### src/rtl/md_pkg.sv
// rtl/md_pkg.sv - shared particle record layout, direction codes and FSM state type
//
// Purpose: constants and types shared by the motion-update datapath.
//   Particle record (97 bits): [96] valid, [31:0] x, [63:32] y, [95:64] z, two's complement.
//   Migration record (198 bits): [95:0] wrapped position, [191:96] velocity,
//   [197:192] direction, two bits per axis with x at the LSB.
// Ports: none (package).
package md_pkg;

    localparam int AXIS_W     = 32;
    localparam int REC_W      = 97;
    localparam int VALID_BIT  = 96;
    localparam int X_LO       = 0;
    localparam int Y_LO       = 32;
    localparam int Z_LO       = 64;
    localparam int POS_W      = 96;
    localparam int MIG_W      = 198;
    localparam int MIG_VEL_LO = 96;
    localparam int MIG_DIR_LO = 192;

    localparam logic [1:0] DIR_STAY = 2'b00;
    localparam logic [1:0] DIR_POS  = 2'b01;
    localparam logic [1:0] DIR_NEG  = 2'b11;

    typedef enum logic [2:0] {
        IDLE,
        ISSUE,
        LATCH,
        UPDATE,
        EMIT,
        FIN
    } state_t;

    function automatic logic [AXIS_W-1:0] axis_of(input logic [REC_W-1:0] rec, input int lo);
        return rec[lo +: AXIS_W];
    endfunction

endpackage

### src/rtl/axis_integrator.sv
// rtl/axis_integrator.sv - combinational single-axis position integrator with one-cell wrap
//
// Purpose: p' = p + (v >>> DT_SHIFT), folded back by one cell edge when it leaves [0, 2^CELL_SHIFT).
// Ports:
//   p        in  32  current coordinate (signed)
//   v        in  32  velocity (signed)
//   coord    out 32  coordinate after a single-step wrap
//   dir      out 2   DIR_STAY / DIR_POS / DIR_NEG
//   overflow out 1   wrapped coordinate is still outside the cell
module axis_integrator
    import md_pkg::*;
#(
    parameter int CELL_SHIFT = 24,
    parameter int DT_SHIFT   = 4
) (
    input  logic [AXIS_W-1:0] p,
    input  logic [AXIS_W-1:0] v,
    output logic [AXIS_W-1:0] coord,
    output logic [1:0]        dir,
    output logic              overflow
);

    localparam logic signed [AXIS_W:0] CELL = 33'(1) << CELL_SHIFT;

    logic signed [AXIS_W-1:0] d;
    logic signed [AXIS_W:0]   s;
    logic signed [AXIS_W:0]   w;

    always_comb begin
        d   = $signed(v) >>> DT_SHIFT;
        // Both operands sign-extended to 33 bits so the sum cannot wrap.
        s   = $signed({p[AXIS_W-1], p}) + $signed({d[AXIS_W-1], d});
        w   = s;
        dir = DIR_STAY;
        if (s < 0) begin
            w   = s + CELL;
            dir = DIR_NEG;
        end else if (s >= CELL) begin
            w   = s - CELL;
            dir = DIR_POS;
        end
        overflow = (w < 0) || (w >= CELL);
        coord    = w[AXIS_W-1:0];
    end

endmodule

### src/rtl/motion_update.sv
// rtl/motion_update.sv - per-cell position integration sweep with migration output
//
// Purpose: on start, walks every slot of the cell's position/velocity caches, integrates
// position, writes stayers back and hands leavers to the migration port, clearing their slots.
// Ports:
//   clk, reset      clock, synchronous active-high reset
//   start           begins a sweep when idle
//   addr     out 32 shared cache slot address (read and write)
//   p_rdata  in  97 position record, 1-cycle read latency
//   v_rdata  in  97 velocity record, 1-cycle read latency
//   p_wr_en  out 1  position write strobe, p_wdata out 97 write data
//   v_wr_en  out 1  velocity clear strobe
//   mig_valid/mig_ready/mig_data(198)  migration handshake
//   done     out 1  one-cycle end-of-sweep pulse
//   err      out 1  sticky: a displacement spanned more than one cell
module motion_update
    import md_pkg::*;
#(
    parameter int DEPTH      = 256,
    parameter int CELL_SHIFT = 24,
    parameter int DT_SHIFT   = 4
) (
    input  logic               clk,
    input  logic               reset,
    input  logic               start,
    output logic [31:0]        addr,
    input  logic [REC_W-1:0]   p_rdata,
    input  logic [REC_W-1:0]   v_rdata,
    output logic               p_wr_en,
    output logic [REC_W-1:0]   p_wdata,
    output logic               v_wr_en,
    output logic               mig_valid,
    input  logic               mig_ready,
    output logic [MIG_W-1:0]   mig_data,
    output logic               done,
    output logic               err
);

    state_t state, state_next;

    logic [AXIS_W-1:0] nx, ny, nz;
    logic [1:0]        dx, dy, dz;
    logic              ox, oy, oz;
    logic              rec_valid;
    logic              moving;
    logic              last;

    logic              wr_q;
    logic              mig_pend;
    logic [REC_W-1:0]  wdata_q;

    // Velocity valid bit is not needed: the position valid bit governs the slot.
    logic unused_vvalid;
    assign unused_vvalid = v_rdata[VALID_BIT];

    axis_integrator #(.CELL_SHIFT(CELL_SHIFT), .DT_SHIFT(DT_SHIFT)) u_ax (
        .p(axis_of(p_rdata, X_LO)), .v(axis_of(v_rdata, X_LO)),
        .coord(nx), .dir(dx), .overflow(ox)
    );
    axis_integrator #(.CELL_SHIFT(CELL_SHIFT), .DT_SHIFT(DT_SHIFT)) u_ay (
        .p(axis_of(p_rdata, Y_LO)), .v(axis_of(v_rdata, Y_LO)),
        .coord(ny), .dir(dy), .overflow(oy)
    );
    axis_integrator #(.CELL_SHIFT(CELL_SHIFT), .DT_SHIFT(DT_SHIFT)) u_az (
        .p(axis_of(p_rdata, Z_LO)), .v(axis_of(v_rdata, Z_LO)),
        .coord(nz), .dir(dz), .overflow(oz)
    );

    assign rec_valid = p_rdata[VALID_BIT];
    assign moving    = (dx != DIR_STAY) || (dy != DIR_STAY) || (dz != DIR_STAY);
    assign last      = (addr == 32'(DEPTH - 1));

    always_ff @(posedge clk) begin
        if (reset) begin
            state <= IDLE;
        end else begin
            state <= state_next;
        end
    end

    always_comb begin
        state_next = state;
        p_wr_en    = 1'b0;
        p_wdata    = '0;
        v_wr_en    = 1'b0;
        mig_valid  = 1'b0;
        done       = 1'b0;
        case (state)
            IDLE:   if (start) state_next = ISSUE;
            ISSUE:  state_next = LATCH;
            LATCH:  state_next = UPDATE;
            UPDATE: begin
                // Strobes are masked by reset so an abort never leaves a partial write.
                if (wr_q && !reset) begin
                    p_wr_en = 1'b1;
                    p_wdata = wdata_q;
                end
                if (mig_pend)  state_next = EMIT;
                else if (last) state_next = FIN;
                else           state_next = ISSUE;
            end
            EMIT: begin
                mig_valid = 1'b1;
                if (mig_ready) begin
                    // Handshake cycle: invalidate the position slot (all-zero data) and clear velocity.
                    p_wr_en    = !reset;
                    v_wr_en    = !reset;
                    state_next = last ? FIN : ISSUE;
                end
            end
            FIN: begin
                done       = 1'b1;
                state_next = IDLE;
            end
            default: state_next = IDLE;
        endcase
    end

    // Integration runs on the raw read data during LATCH; the decision and the write or
    // migration payload are registered so UPDATE/EMIT present them from flops.
    always_ff @(posedge clk) begin
        if (reset) begin
            addr     <= '0;
            wr_q     <= 1'b0;
            mig_pend <= 1'b0;
            wdata_q  <= '0;
            mig_data <= '0;
            err      <= 1'b0;
        end else begin
            case (state)
                IDLE: if (start) addr <= '0;
                LATCH: begin
                    wr_q     <= rec_valid && !moving;
                    mig_pend <= rec_valid && moving;
                    wdata_q  <= {1'b1, nz, ny, nx};
                    if (rec_valid && moving) begin
                        mig_data <= {dz, dy, dx, v_rdata[POS_W-1:0], nz, ny, nx};
                    end
                    if (rec_valid && (ox || oy || oz)) begin
                        err <= 1'b1;
                    end
                end
                UPDATE: if (!mig_pend && !last) addr <= addr + 32'd1;
                EMIT:   if (mig_ready && !last) addr <= addr + 32'd1;
                default: ;
            endcase
        end
    end

endmodule
### config.mk
export PLATFORM = sky130hd
export DESIGN_NAME = motion_update
export DESIGN_NICKNAME = d
export VERILOG_FILES = /design/src/rtl/md_pkg.sv /design/src/rtl/axis_integrator.sv /design/src/rtl/motion_update.sv
export SDC_FILE = /design/constraint.sdc
export NUM_CORES = 1
export LEC_CHECK = 0
export ABC_AREA = 0
export CAP_MARGIN = 20
export CORE_MARGIN = 3
export CORE_UTILIZATION = 46
export CTS_BUF_LIST = sky130_fd_sc_hd__clkbuf_2
export DETAILED_ROUTE_END_ITERATION = 7
export PLACE_DENSITY = 0.81
export RECOVER_POWER = 100
export SYNTH_ARGS = -nofsm -noshare
export SYNTH_HDL_FRONTEND = slang
export SYNTH_SLANG_ARGS = --single-unit
### constraint.sdc
create_clock -name clk -period 6.7 [get_ports clk]
set_clock_uncertainty 0.2 [all_clocks]
set_input_delay 1.34 -clock clk [delete_from_list [all_inputs] [get_ports clk]]
set_output_delay 1.34 -clock clk [all_outputs]
set_load 0.02 [all_outputs]
; ---- Word level (Yosys, flattened, before mapping)
; Index checks and enable logic that the tools add are counted.
[totals]
in_bits = 198
elab_cells = 94
register_bits = 333
[op_classes]
addsub = 10
eq_ne = 10
n_reduce_logical = 26
mux = 29
magnitude_cmp = 12
[ops]
columns = operator, n
row1 = $ge 33x26->1 const B, 6
row2 = $lt 33x1->1 const B, 6
row3 = $mux 33, 6
row4 = $mux 97, 2
row5 = $add 32x28->33, 3
row6 = $add 33x26->33 const B, 3
row7 = $sub 33x26->33 const B, 3
row8 = $mux 32, 3
row9 = $pmux 32 s3, 1
row10 = $add 32x1->32 const B, 1
row11 = $eq 32x8->1 const B, 1
row12 = $pmux 3 s5, 1
row13 = $mux 3, 4
row14 = $mux 1, 8
row15 = $ne 2x2->1 const B, 4
row16 = $logic_or 1x1->1, 7
row17 = $eq 3x2->1 const B, 2
row18 = $eq 3x3->1 const B, 2
row19 = $logic_and 1x1->1, 6
row20 = $mux 2, 3
row21 = $reduce_and 2->1, 3
row22 = $reduce_bool 2->1, 3
row23 = $logic_not 1->1, 4
row24 = $reduce_and 4->1, 1
row25 = other kinds (4), 4

; ---- Longest topological paths before layout
[logic_depth]
depth_word = 10
ltp_mapped = 26

; ---- By module
; Synthesis repeated with hierarchy kept, for this count alone.
[hier_totals]
cells_unflattened = 2893
hier_area_um2 = 21456.8
[modules_own_cells]
columns = module, instances, area_each_um2, cells_each
row1 = motion_update, 1, 12848.6, 1665
row2 = axis_integrator at u_ay, 1, 2899.0, 425
row3 = axis_integrator at u_ax, 1, 2891.5, 414
row4 = axis_integrator at u_az, 1, 2817.7, 389

; ---- Worst setup path before layout
; No wires, ideal clock.
[synth_path]
path_type = input to register
from = in p_rdata[32]
to = reg mig_data[47]
slack_ps = 180
arrival_ps = 6250
setup_ps = 70
cell_stages = 23
n_path_buf = 4
cell_sequence = ha_1 fa_1 a21o_1 a221oi_4 o21a_1 o211ai_2 xor2_1 ha_1 nand3_1 a2111oi_0 or4b_2 nor4_1 nand4_1 o21ai_0 or2_1 buf_6 nor4_1 nor2_1 clkbuf_1 clkbuf_1 clkbuf_1 nand2_1 a21oi_1
[synth_via]
elab_chain_len = 9
[synth_rtl]
columns = element, line
row1 = "start, declared", motion_update.sv:27  ; input logic [REC_W-1:0] p_rdata,
row2 = $add 32x28->33 *, axis_integrator.sv:32  ; s = $signed({p[AXIS_W-1], p}) + $signed({d[AXIS_W-1], d});
row3 = $ge 33x26->1, axis_integrator.sv:38  ; end else if (s >= CELL) begin
row4 = $mux 1, axis_integrator.sv:38
row5 = $mux 2, axis_integrator.sv:35  ; if (s < 0) begin
row6 = $reduce_bool 2->1, motion_update.sv:70  ; assign moving = (dx != DIR_STAY) || (dy != DIR_STAY) || (dz != DIR_STAY);
row7 = $logic_or 1x1->1 (2 in a row), motion_update.sv:70
row8 = $logic_and 1x1->1, motion_update.sv:136  ; if (rec_valid && moving) begin
row9 = $reduce_and 2->1 (no source line), n/a
row10 = "end signal, assigned", motion_update.sv:137  ; mig_data <= {dz, dy, dx, v_rdata[POS_W-1:0], nz, ny, nx};
row11 = "end, declared", motion_update.sv:34  ; output logic [MIG_W-1:0] mig_data,
; Every way passes the cells marked *; elsewhere a longest branch is shown, timed or not.
; A chain may end at the register's enable or synchronous reset.

; ---- Worst setup path in the final report
[layout_path]
from = in v_rdata[4]
to = reg mig_data[62]
[layout_via]
elab_chain_len = 9
[layout_rtl]
columns = element, line
row1 = "start, declared", motion_update.sv:28  ; input logic [REC_W-1:0] v_rdata,
row2 = $add 32x28->33 *, axis_integrator.sv:32
row3 = $ge 33x26->1, axis_integrator.sv:38
row4 = $mux 1, axis_integrator.sv:38
row5 = $mux 2 *, axis_integrator.sv:35
row6 = $reduce_bool 2->1 *, motion_update.sv:70
row7 = $logic_or 1x1->1 * (2 in a row), motion_update.sv:70
row8 = $logic_and 1x1->1 *, motion_update.sv:136
row9 = $reduce_and 2->1 (no source line) *, n/a
; Marked as above.

==> flow_metrics.tcl <==
set metrics [dict create \
    required_ns 7.43 \
    cts_tree "built" \
    final_common_cell "nand2_1" \
    drive_gt1_frac 0.1441 \
    nets 3782 \
    io_pins 530 \
    grt_overflow 0 \
    grt_pass1_vias 22540 \
    powerDensity_mw_per_mm2 204.4 \
    worst_slew_pin_slew_ns 4.344 \
    die_h_um 213.3 \
    cap_violations 4 \
    power_uw 5841 \
    dr.first_iter.drc_count 1742 \
    cp_slowest_cell "a2111oi_0" \
    initial_core_util 0.4681 \
    grt_max_degree 121 \
    ys_ff_latch 333 \
    period_share 0.9565 \
    place.gp.congestion 0.9553 \
    hold_viol 0 \
    clock-sinks 333 \
    max_freq_ghz 0.1560 \
    leakagePower_uw 0.01214 \
    status "finished, violations left" \
    crit_path_start_kind "input pin" \
    grt_usage 0.3209 \
    synth_edf_count 0 \
    antenna_found_initial 6 \
    rsz0062_at_grt "no" \
    ys_seq_area_frac 0.3373 \
    path_cells "clkdlybuf4s50_1 > ha_1 > fa_1 > a21o_1 > a221o_1 > a21oi_1 > a211oi_1 > xnor2_1 > inv_1 > ha_1 > o2111ai_1 > a2111oi_0 > o211ai_1 > nor4_1 > buf_4 > nand4_1 > o21ai_1 > or2_2 > nor4_1 > nor2_4 > buf_12 > clkbuf_1 > nor2_1 > a211oi_1" \
    die-area_mm2 0.04549 \
    critPathTopFamily "compound AO/OA/AOI/OAI gates" \
    worstSkewPairLatency_ns 1.06 \
    crit_path_end_kind "register" \
    maxSlewHeadroom -1.896 \
    postSynthCellCount 2669 \
    syn_nets 2976 \
    cp_max_fo 22 \
    cts_setup_buffers 0 \
    drt_pass1_iterations 5 \
    cts_resized 0 \
    cts_root_buf "clkbuf_2" \
    htree_levels 3 \
    routed_via_density 5.650 \
    die_w_um 213.3 \
    layoutNonFillerInstCount 4080 \
    wl_per_cell_um 18.67 \
    violations "max-capacitance violations, max-slew violations" \
    dp_cells 3924 \
    slowest_delay_ns 0.65 \
    path_clk_slew_ns 0.09 \
    final_cell_mix "nand2_1, a21oi_1, dfxtp_1" \
    placementRows 75 \
    core_mm2 0.04223 \
    ir_drop_uv 149.9 \
    cts.path.max_buffers 3 \
    worstPathArrival_ns 7.13 \
    routed_wirelength_um 76170 \
    syn_to_final_growth_pct 44.60 \
    syn_avg_cell_area_um2 7.405 \
    grt_pass1_wl_um 117100 \
    crit_buf_inv 5 \
    yosysWarnings 0 \
    io_buffers 528 \
    synth_cell_types 93 \
    ctsHoldBuffers 0 \
    fin_crit_ns 6.409 \
    crit_type "in -> reg" \
    ys.flop_type "dfxtp_1" \
    drc 0 \
    synth_area_mm2 0.01977 \
    ys_async_sr_fraction 0 \
    slew_viol_final 252 \
    post-dp-hpwl_um 58790 \
    cts_buffers 88 \
    setup_viol 0 \
    vias 23050 \
    hp-class "reg -> reg" \
    ant_nets 0 \
]
==> worst register-to-register path: stages, from the launching register on <==
cell,delay [ns]
dfxtp_1,0.43
inv_1,0.11
nor3_2,0.16
clkbuf_1,1.38
clkbuf_1,2.27
nand2_1,0.54
a21oi_1,0.26
==> cells in the mapped netlist, drive strengths merged, types with 5 or more instances <==
master | n | share of area
a2111oi | 7 | 0.0034
a211oi | 68 | 0.026
a21boi | 7 | 0.0027
a21o | 32 | 0.012
a21oi | 386 | 0.098
a221oi | 9 | 0.0049
a22oi | 12 | 0.0046
a311oi | 5 | 0.0022
a31o | 5 | 0.0022
a31oi | 13 | 0.0049
and2 | 118 | 0.037
and3 | 22 | 0.0070
and4 | 13 | 0.0058
buf | 22 | 0.0064
clkbuf | 137 | 0.026
dfxtp | 333 | 0.34
ha | 106 | 0.067
inv | 37 | 0.0070
mux2 | 5 | 0.0028
nand2 | 625 | 0.12
nand3 | 37 | 0.0096
nand3b | 7 | 0.0027
nand4 | 38 | 0.012
nor2 | 181 | 0.034
nor2b | 9 | 0.0028
nor3 | 39 | 0.0099
nor3b | 8 | 0.0036
nor4 | 27 | 0.0085
o2111ai | 6 | 0.0030
o211a | 6 | 0.0030
o211ai | 9 | 0.0037
o21a | 21 | 0.0080
o21ai | 99 | 0.025
o21bai | 12 | 0.0046
o311ai | 5 | 0.0026
o31ai | 6 | 0.0023
or2 | 6 | 0.0019
or3 | 30 | 0.0095
or3b | 6 | 0.0027
xnor2 | 43 | 0.019
xor2 | 46 | 0.021
==> registers in the layout, summed over array words and instances (netlist names) <==
name and cells:
mig_pend 1, addr 32, state 3, wr_q 1, wdata_q 97, err 1, mig_data 198
==> stage by stage <==
step,setup TNS [ns],hold slack [ns],setup WS [ns],util,area [um2]
2_1_floorplan,0,0.2270,0.1797,-,19770
3_3_place_gp,-63.89,0.2382,-0.5185,0.6601,27870
3_5_place_dp,-84.01,0.2420,-0.5760,0.6601,27870
4_1_cts,0,0.2549,0.6429,0.6793,28680
5_1_grt,0,0.2726,0.08811,0.6768,28580
6_report,0,0.2531,0.2914,0.6768,28580
==> kinds of logic (layout without fill, tap and decap cells) <==
| logic type | after synthesis | after routing | share of synthesized area |
|---|---|---|---|
| other cells | 0 | 3 | 0 |
| mux | 9 | 9 | 0.004874 |
| flops | 333 | 333 | 0.3373 |
| xor+xnor | 89 | 89 | 0.04020 |
| simple gates | 1181 | 1181 | 0.2726 |
| buf+inv | 196 | 1065 | 0.03944 |
| fa+ha+maj | 109 | 109 | 0.07014 |
| compound gates | 752 | 752 | 0.2354 |
==> area by class of cell <==
type                       count  area [um2]
fill                        3583       13650
multi-input combinational   2140       12330
clock buffer                 127       635.6
timing repair buffer         875        7951
inverter                      37       138.9
sequential                   333        6666
tap                          539       674.4
clock inverter                26       173.9
antenna                        3       7.507
==> metal layers <==
layer	share of wire	wire length, um	vias to the layer above	GRT usage
li1	-	-	11080	-
met1	0.40	30500	10780	0.3822
met2	0.47	36020	983	0.5384
met3	0.084	6390	206	0.08625
met4	0.042	3229	6	0.1531
met5	0.00049	37	-	0
==> worst paths after layout <==
| check | from | endpoint | slack [ns] | cells past startpoint |
|---|---|---|---|---|
| max reg2reg | state[1]$_SDFFE_PP0P_ | wdata_q[44]$_SDFFE_PP0P_ | 1.31 | 6 |
| min | mig_data[148]$_SDFFE_PP0P_ | mig_data[148]$_SDFFE_PP0P_ | 0.25 | 2 |
| max | v_rdata[4] | mig_data[62]$_SDFFE_PP0P_ | 0.29 | 24 |
| min reg2reg | mig_data[148]$_SDFFE_PP0P_ | mig_data[148]$_SDFFE_PP0P_ | 0.25 | 2 |
==> power breakdown <==
| group | internal, uW | switching (uW) | total, uW |
|---|---|---|---|
| clock network | 589 | 891 | 1480 |
| registers | 2130 | 75.0 | 2200 |
| logic | 928 | 1230 | 2160 |
No activity file was read; power rests on OpenSTA's default activity.
